File: src/rtl/cla_pkg.sv
// cla_pkg: shared op encodings, FSM states and nibble saturation constants
package cla_pkg;
  localparam logic [1:0] OP_ADD  = 2'b00;
  localparam logic [1:0] OP_SUB  = 2'b01;
  localparam logic [1:0] OP_SADD = 2'b10;
  localparam logic [1:0] OP_PADD = 2'b11;
  typedef enum logic [1:0] {IDLE, BUSY, DONE} state_t;
  localparam logic [3:0] SAT_POS = 4'h7;
  localparam logic [3:0] SAT_NEG = 4'h8;
endpackage

File: src/rtl/cla_slice4.sv
// cla_slice4: combinational 4-bit carry-look-ahead group
// ports: a4/b4/cin in; s4 sum nibble, cout carry out, g/p group generate/propagate,
//        lane_ovf signed overflow of this nibble taken on its own
module cla_slice4 (
  input  logic [3:0] a4,
  input  logic [3:0] b4,
  input  logic       cin,
  output logic [3:0] s4,
  output logic       cout,
  output logic       g,
  output logic       p,
  output logic       lane_ovf
);
  logic [3:0] gi, pi, c;
  assign gi = a4 & b4;
  assign pi = a4 ^ b4;
  assign c[0] = cin;
  assign c[1] = gi[0] | (pi[0] & cin);
  assign c[2] = gi[1] | (pi[1] & gi[0]) | (pi[1] & pi[0] & cin);
  assign c[3] = gi[2] | (pi[2] & gi[1]) | (pi[2] & pi[1] & gi[0]) | (pi[2] & pi[1] & pi[0] & cin);
  assign g = gi[3] | (pi[3] & gi[2]) | (pi[3] & pi[2] & gi[1]) | (pi[3] & pi[2] & pi[1] & gi[0]);
  assign p = &pi;
  assign cout = g | (p & cin);
  assign s4 = pi ^ c;
  assign lane_ovf = (a4[3] == b4[3]) & (s4[3] != a4[3]);
endmodule

File: src/rtl/cla_addsub_seq.sv
// cla_addsub_seq: multi-cycle add/sub/saturating/packed-nibble adder, one CLA group per clock
// ports: clk, rst (async high); in_valid/in_ready + a, b, op accept side;
//        out_valid/out_ready + sum, flag_z, flag_n, flag_v result side
module cla_addsub_seq
  import cla_pkg::*;
#(
  parameter int WIDTH = 16
) (
  input  logic             clk,
  input  logic             rst,
  input  logic             in_valid,
  output logic             in_ready,
  input  logic [WIDTH-1:0] a,
  input  logic [WIDTH-1:0] b,
  input  logic [1:0]       op,
  output logic             out_valid,
  input  logic             out_ready,
  output logic [WIDTH-1:0] sum,
  output logic             flag_z,
  output logic             flag_n,
  output logic             flag_v
);
  localparam int NG = WIDTH / 4;
  localparam int IW = NG > 1 ? $clog2(NG) : 1;
  if (WIDTH % 4 != 0 || WIDTH < 4) begin : g_bad_width
    $error("cla_addsub_seq: WIDTH must be a multiple of 4 and at least 4");
  end
  state_t st;
  logic [WIDTH-1:0] a_r, b_r, raw, raw_nx, fin, mask;
  logic [1:0] op_r;
  logic [IW-1:0] idx;
  logic carry, lsat, cin, cout, gg, pp, lovf, vf, last, msb, unused_gp;
  logic [3:0] a4, b4, s4, nib;
  assign a4 = 4'(a_r >> {idx, 2'b00});
  assign b4 = 4'(b_r >> {idx, 2'b00});
  assign cin = (op_r == OP_PADD) ? 1'b0 : carry;
  cla_slice4 u_slice (
    .a4(a4), .b4(b4), .cin(cin), .s4(s4), .cout(cout), .g(gg), .p(pp), .lane_ovf(lovf)
  );
  assign unused_gp = gg ^ pp;
  // packed lanes saturate in place so the raw register already holds the final lane value
  assign nib = (op_r == OP_PADD && lovf) ? (a4[3] ? SAT_NEG : SAT_POS) : s4;
  assign mask = WIDTH'(4'hF) << {idx, 2'b00};
  assign raw_nx = (raw & ~mask) | (WIDTH'(nib) << {idx, 2'b00});
  assign last = idx == IW'(NG - 1);
  assign msb = a_r[WIDTH-1];
  // b_r is already inverted for SUB, so one overflow rule covers every full-width mode
  assign vf = (msb == b_r[WIDTH-1]) & (raw_nx[WIDTH-1] != msb);
  assign fin = (op_r == OP_SADD && vf) ? {msb, {(WIDTH-1){~msb}}} : raw_nx;
  assign in_ready = (st == IDLE) & ~rst;
  always_ff @(posedge clk or posedge rst) begin
    if (rst) begin
      st <= IDLE;
      a_r <= '0;
      b_r <= '0;
      raw <= '0;
      op_r <= OP_ADD;
      idx <= '0;
      carry <= 1'b0;
      lsat <= 1'b0;
      sum <= '0;
      flag_z <= 1'b0;
      flag_n <= 1'b0;
      flag_v <= 1'b0;
      out_valid <= 1'b0;
    end else begin
      case (st)
        IDLE: if (in_valid) begin
          a_r <= a;
          b_r <= (op == OP_SUB) ? ~b : b;
          op_r <= op;
          carry <= op == OP_SUB;
          idx <= '0;
          lsat <= 1'b0;
          st <= BUSY;
        end
        BUSY: begin
          raw <= raw_nx;
          carry <= cout;
          idx <= idx + 1'b1;
          lsat <= lsat | lovf;
          if (last) begin
            st <= DONE;
            sum <= fin;
            flag_z <= fin == '0;
            flag_n <= fin[WIDTH-1];
            flag_v <= (op_r == OP_PADD) ? (lsat | lovf) : vf;
            out_valid <= 1'b1;
          end
        end
        DONE: if (out_ready) begin
          out_valid <= 1'b0;
          st <= IDLE;
        end
        default: st <= IDLE;
      endcase
    end
  end
endmodule

File: config.mk
export PLATFORM = sky130hd
export DESIGN_NAME = cla_addsub_seq
export DESIGN_NICKNAME = d
export VERILOG_FILES = /design/src/rtl/cla_pkg.sv /design/src/rtl/cla_slice4.sv /design/src/rtl/cla_addsub_seq.sv
export SDC_FILE = /design/constraint.sdc
export NUM_CORES = 1
export LEC_CHECK = 0
export CAP_MARGIN = 10
export CORE_AREA = 2 2 108 110
export DETAILED_ROUTE_END_ITERATION = 8
export DIE_AREA = 0 0 110 112
export GPL_TIMING_DRIVEN = 1
export HOLD_SLACK_MARGIN = 0.03
export PLACE_DENSITY = 0.66
export SKIP_CTS_REPAIR_TIMING = 1
export SLEW_MARGIN = 40
export SYNTH_ARGS = -nofsm -noshare
export SYNTH_HDL_FRONTEND = slang
export SYNTH_SLANG_ARGS = --single-unit
File: constraint.sdc
create_clock -name clk -period 4.6 [get_ports clk]
set_input_delay 0.92 -clock clk [delete_from_list [all_inputs] [get_ports clk]]
set_output_delay 0.92 -clock clk [all_outputs]
set_load 0.01 [all_outputs]
==> impl_summary.log <==
INFO  metric max_slew_margin = 0.5975
INFO  metric die-area = 12,320 um2
INFO  metric dp_slack = 0.8631 ns
INFO  metric syn-cell-area = 3850 um2
INFO  metric drtAntennaViolNets = 0
INFO  metric later_pin_clock_latency_in_the_skew_report = 0.33 ns
INFO  metric cap_viol_max_count = 0
INFO  metric ioPinCount = 59
INFO  metric globalRouteOverflowTotal = 0
INFO  metric antenna_found_initial = 0
INFO  metric crit_path_max_incr_delay = 0.52 ns
INFO  metric drt-pass1-iter-count = 4
INFO  metric run_status = complete, no violations
INFO  metric critical_path_maximum_fanout = 9
INFO  metric crit_chain = buf_4 -> mux4_2 -> ha_1 -> a21o_1 -> a21oi_4 -> and2_2 -> o211a_1 -> nand4_1 -> nand3_1 -> o21ai_0
INFO  metric grt_first_pass_wirelength = 14.93 mm
INFO  metric highest-signal-layer = met4
INFO  metric floorplan.die.width = 110 um
INFO  metric worstPathArrival = 3.85 ns
INFO  metric final.setup.worst_slack = 0.9522 ns
INFO  metric placement_rows = 39
INFO  metric post_drt_wl_per_cell = 14.99 um
INFO  metric tightest_slew = 0.6031 ns
INFO  metric critical_path.slowest_cell = sky130_fd_sc_hd__dfrtp_1
INFO  metric grt_pass1_vias = 3,083
INFO  metric cts_max_path_buffers = 2
INFO  metric diodes = 0
INFO  metric stdcell_count = 580
INFO  metric sequential_cell_area = 1802 um2
INFO  metric ys_seq_elements = 72
INFO  metric synth_enable_flop_cells = 0
INFO  metric met2WireLength = 4.039 mm
INFO  metric place.detailed.instances = 564
INFO  metric synthesis.instances = 378
INFO  metric grt_start_max_net_pins = 53
INFO  metric wp_data_required = 4.80 ns
INFO  metric clockRootBuffer = sky130_fd_sc_hd__clkbuf_16
INFO  metric cts_sinks = 72
INFO  metric fin_crit_sh = 0.7930
INFO  metric syn_to_final_growth = 27.88%
INFO  metric final.min_clock_period = 3.648 ns
INFO  metric multiInputGateArea = 1916 um2
INFO  metric ys_dominant_reg_cell = sky130_fd_sc_hd__dfrtp_1
INFO  metric timing.final.max_slew_violations = 0
INFO  metric wirelength_met1 = 4.025 mm
INFO  metric timing.hold.worst.class = flip-flop to flip-flop
INFO  metric detailedRoute.firstIterationViolations = 123
INFO  metric synth.top_cells.by_area = sky130_fd_sc_hd__dfrtp_1, sky130_fd_sc_hd__mux2_2, sky130_fd_sc_hd__mux4_2
INFO  metric avgSynthCellArea = 10.19 um2
INFO  metric clk_transition_reported_paths = 0.06 ns
INFO  metric drcViolationCount = 0
INFO  metric synthDominantCellAreaShare = 0.4680
INFO  metric finalWirelength = 8.696 mm
INFO  metric cts_made_buffers = 9
INFO  metric hold_viol = 0
INFO  metric finClkSkew = 0.005800 ns
INFO  metric fillers = 1,073
INFO  metric port_buffers = 58
INFO  metric dpl.hpwl = 6.363 mm
INFO  metric post_drt_via_cell_ratio = 5.191
INFO  metric timing.fmax = 274.1 MHz
INFO  metric fin_tns_setup = 0 ns
INFO  metric dr_total_vias = 3,011
INFO  metric finalNetCount = 479
INFO  metric endpoint_class_of_the_critical_path = flip-flop
INFO  metric initial_core_util = 0.3445
INFO  metric setup.worst_path.class = flip-flop to flip-flop
INFO  metric async_reset_ff_frac = 1.000
INFO  metric coreArea = 11,170 um2
INFO  metric mappedNetlistNets = 425
INFO  metric met3_wirelength = 480 um
INFO  metric yosys_warnings = 0
INFO  metric setup_viol_count_final = 0
INFO  metric die_height = 112 um
INFO  metric number_of_levels_in_the_clock_h_tree = 3
INFO  metric drive_above_1_share = 0.1533
INFO  metric grt.total_usage = 0.1541
INFO  metric routability_congestion_estimate_from_global_placement = 0.8653
INFO  metric critPathLaunchType = flip-flop
INFO  metric cts_tree = built
INFO  metric yosys.cell_types.count = 54
INFO  metric post-synth-top-area-cell = sky130_fd_sc_hd__dfrtp_1
INFO  metric rsz0062_at_grt = false
INFO  metric yosysSeqAreaShare = 0.4680
-- flip-flops by register name (all words and copies together), names as in the netlist, 2 cells and up --
register	count
a_r	16
b_r	16
idx	2
op_r	2
raw	13
st	2
sum	16
-- per-stage QoR --
| stage | hold slack, ns | cell area [um2] | utilization |
|---|---|---|---|
| after floorplan | 0.4470 | 3850 | - |
| after global placement | 0.4620 | 4566 | 0.4086 |
| after detailed placement | 0.4708 | 4572 | 0.4091 |
| after CTS | 0.4831 | 4916 | 0.4399 |
| after global routing | 0.4907 | 4923 | 0.4406 |
| final | 0.4734 | 4923 | 0.4406 |
-- cell usage after synthesis, types with 2 or more instances --
library cell,number
sky130_fd_sc_hd__ha_1,8
sky130_fd_sc_hd__clkbuf_1,15
sky130_fd_sc_hd__nor3_2,2
sky130_fd_sc_hd__nand2b_1,2
sky130_fd_sc_hd__nor2_1,35
sky130_fd_sc_hd__nand4_1,4
sky130_fd_sc_hd__a211oi_1,2
sky130_fd_sc_hd__a32o_1,4
sky130_fd_sc_hd__a22o_1,5
sky130_fd_sc_hd__o21ai_2,2
sky130_fd_sc_hd__mux4_2,8
sky130_fd_sc_hd__o21ai_1,4
sky130_fd_sc_hd__a21oi_2,4
sky130_fd_sc_hd__nor2b_1,6
sky130_fd_sc_hd__mux2_2,18
sky130_fd_sc_hd__xnor2_1,18
sky130_fd_sc_hd__buf_2,2
sky130_fd_sc_hd__a22oi_1,3
sky130_fd_sc_hd__o31ai_1,6
sky130_fd_sc_hd__nor3_1,7
sky130_fd_sc_hd__dfrtp_1,72
sky130_fd_sc_hd__nand3_1,3
sky130_fd_sc_hd__nand2_1,46
sky130_fd_sc_hd__mux2i_1,3
sky130_fd_sc_hd__a21oi_1,30
sky130_fd_sc_hd__inv_1,15
sky130_fd_sc_hd__o22ai_1,2
sky130_fd_sc_hd__buf_1,2
sky130_fd_sc_hd__a31oi_1,2
sky130_fd_sc_hd__a221oi_1,3
sky130_fd_sc_hd__o21ai_0,22
-- per-layer routing --
layer,vias to the layer above,track usage
li1,1456,-
met1,1445,0.2108
met2,95,0.2389
met3,15,0.03337
met4,0,0.05654
met5,-,0
-- final cells by class --
type | count | share of cell area
multi-input combinational | 270 | 0.3891
sequential | 72 | 0.3659
timing repair buffer | 64 | 0.1271
clock buffer | 10 | 0.04651
tap | 143 | 0.03634
clock inverter | 6 | 0.02338
inverter | 15 | 0.01169
-- kinds of logic (layout without fill, tap and decap cells) --
logic type	Yosys count	after routing	share of synthesized area
and+or+nand+nor	109	109	0.1248
DFF	72	72	0.4680
xor gates and xnor gates	19	19	0.04322
buffers and inverters	36	95	0.03867
adders and majority gates	9	9	0.03120
muxes	29	29	0.1072
AOI/OAI and AO/OA	104	104	0.1869
-- worst paths after layout --
check / from / slack, ns / depth (start not counted) / endpoint
min in group asynchronous: rst / 1.00 / 2 / a_r[3]
max in group asynchronous: rst / 2.71 / 3 / idx[0]
setup reg to reg: idx[0] / 0.95 / 10 / sum[8]
setup / recovery: idx[0] / 0.95 / 10 / sum[8]
hold reg to reg: sum[6] / 0.47 / 2 / sum[6]
hold / removal: sum[6] / 0.47 / 2 / sum[6]
-- worst max-delay path: cells and delay by family, from the launching register on --
kind	cells	cell delay, ns
simple gates	3	0.95
compound gates	4	0.90
flops	1	0.52
mux	1	0.51
fa+ha+maj	1	0.41
buf+inv	1	0.22
-- cells in the final DEF, fill, tap and decap left out, drive strengths merged, types with 2 or more instances in the layout --
cell type / instances
a211oi: 3
a21boi: 2
a21o: 2
a21oi: 35
a221oi: 3
a22o: 5
a22oi: 3
a31oi: 2
a32o: 4
and2: 2
buf: 6
bufinv: 3
clkbuf: 10
clkdlybuf4s50: 58
dfrtp: 72
ha: 8
inv: 16
mux2: 18
mux2i: 3
mux4: 8
nand2: 46
nand2b: 2
nand3: 3
nand4: 4
nor2: 35
nor2b: 6
nor3: 9
o21ai: 28
o22ai: 2
o31ai: 6
xnor2: 18
Power is left out: the tool's default activity adds up to more than one toggle a clock period on the data nets, which glitch-free logic cannot reach.
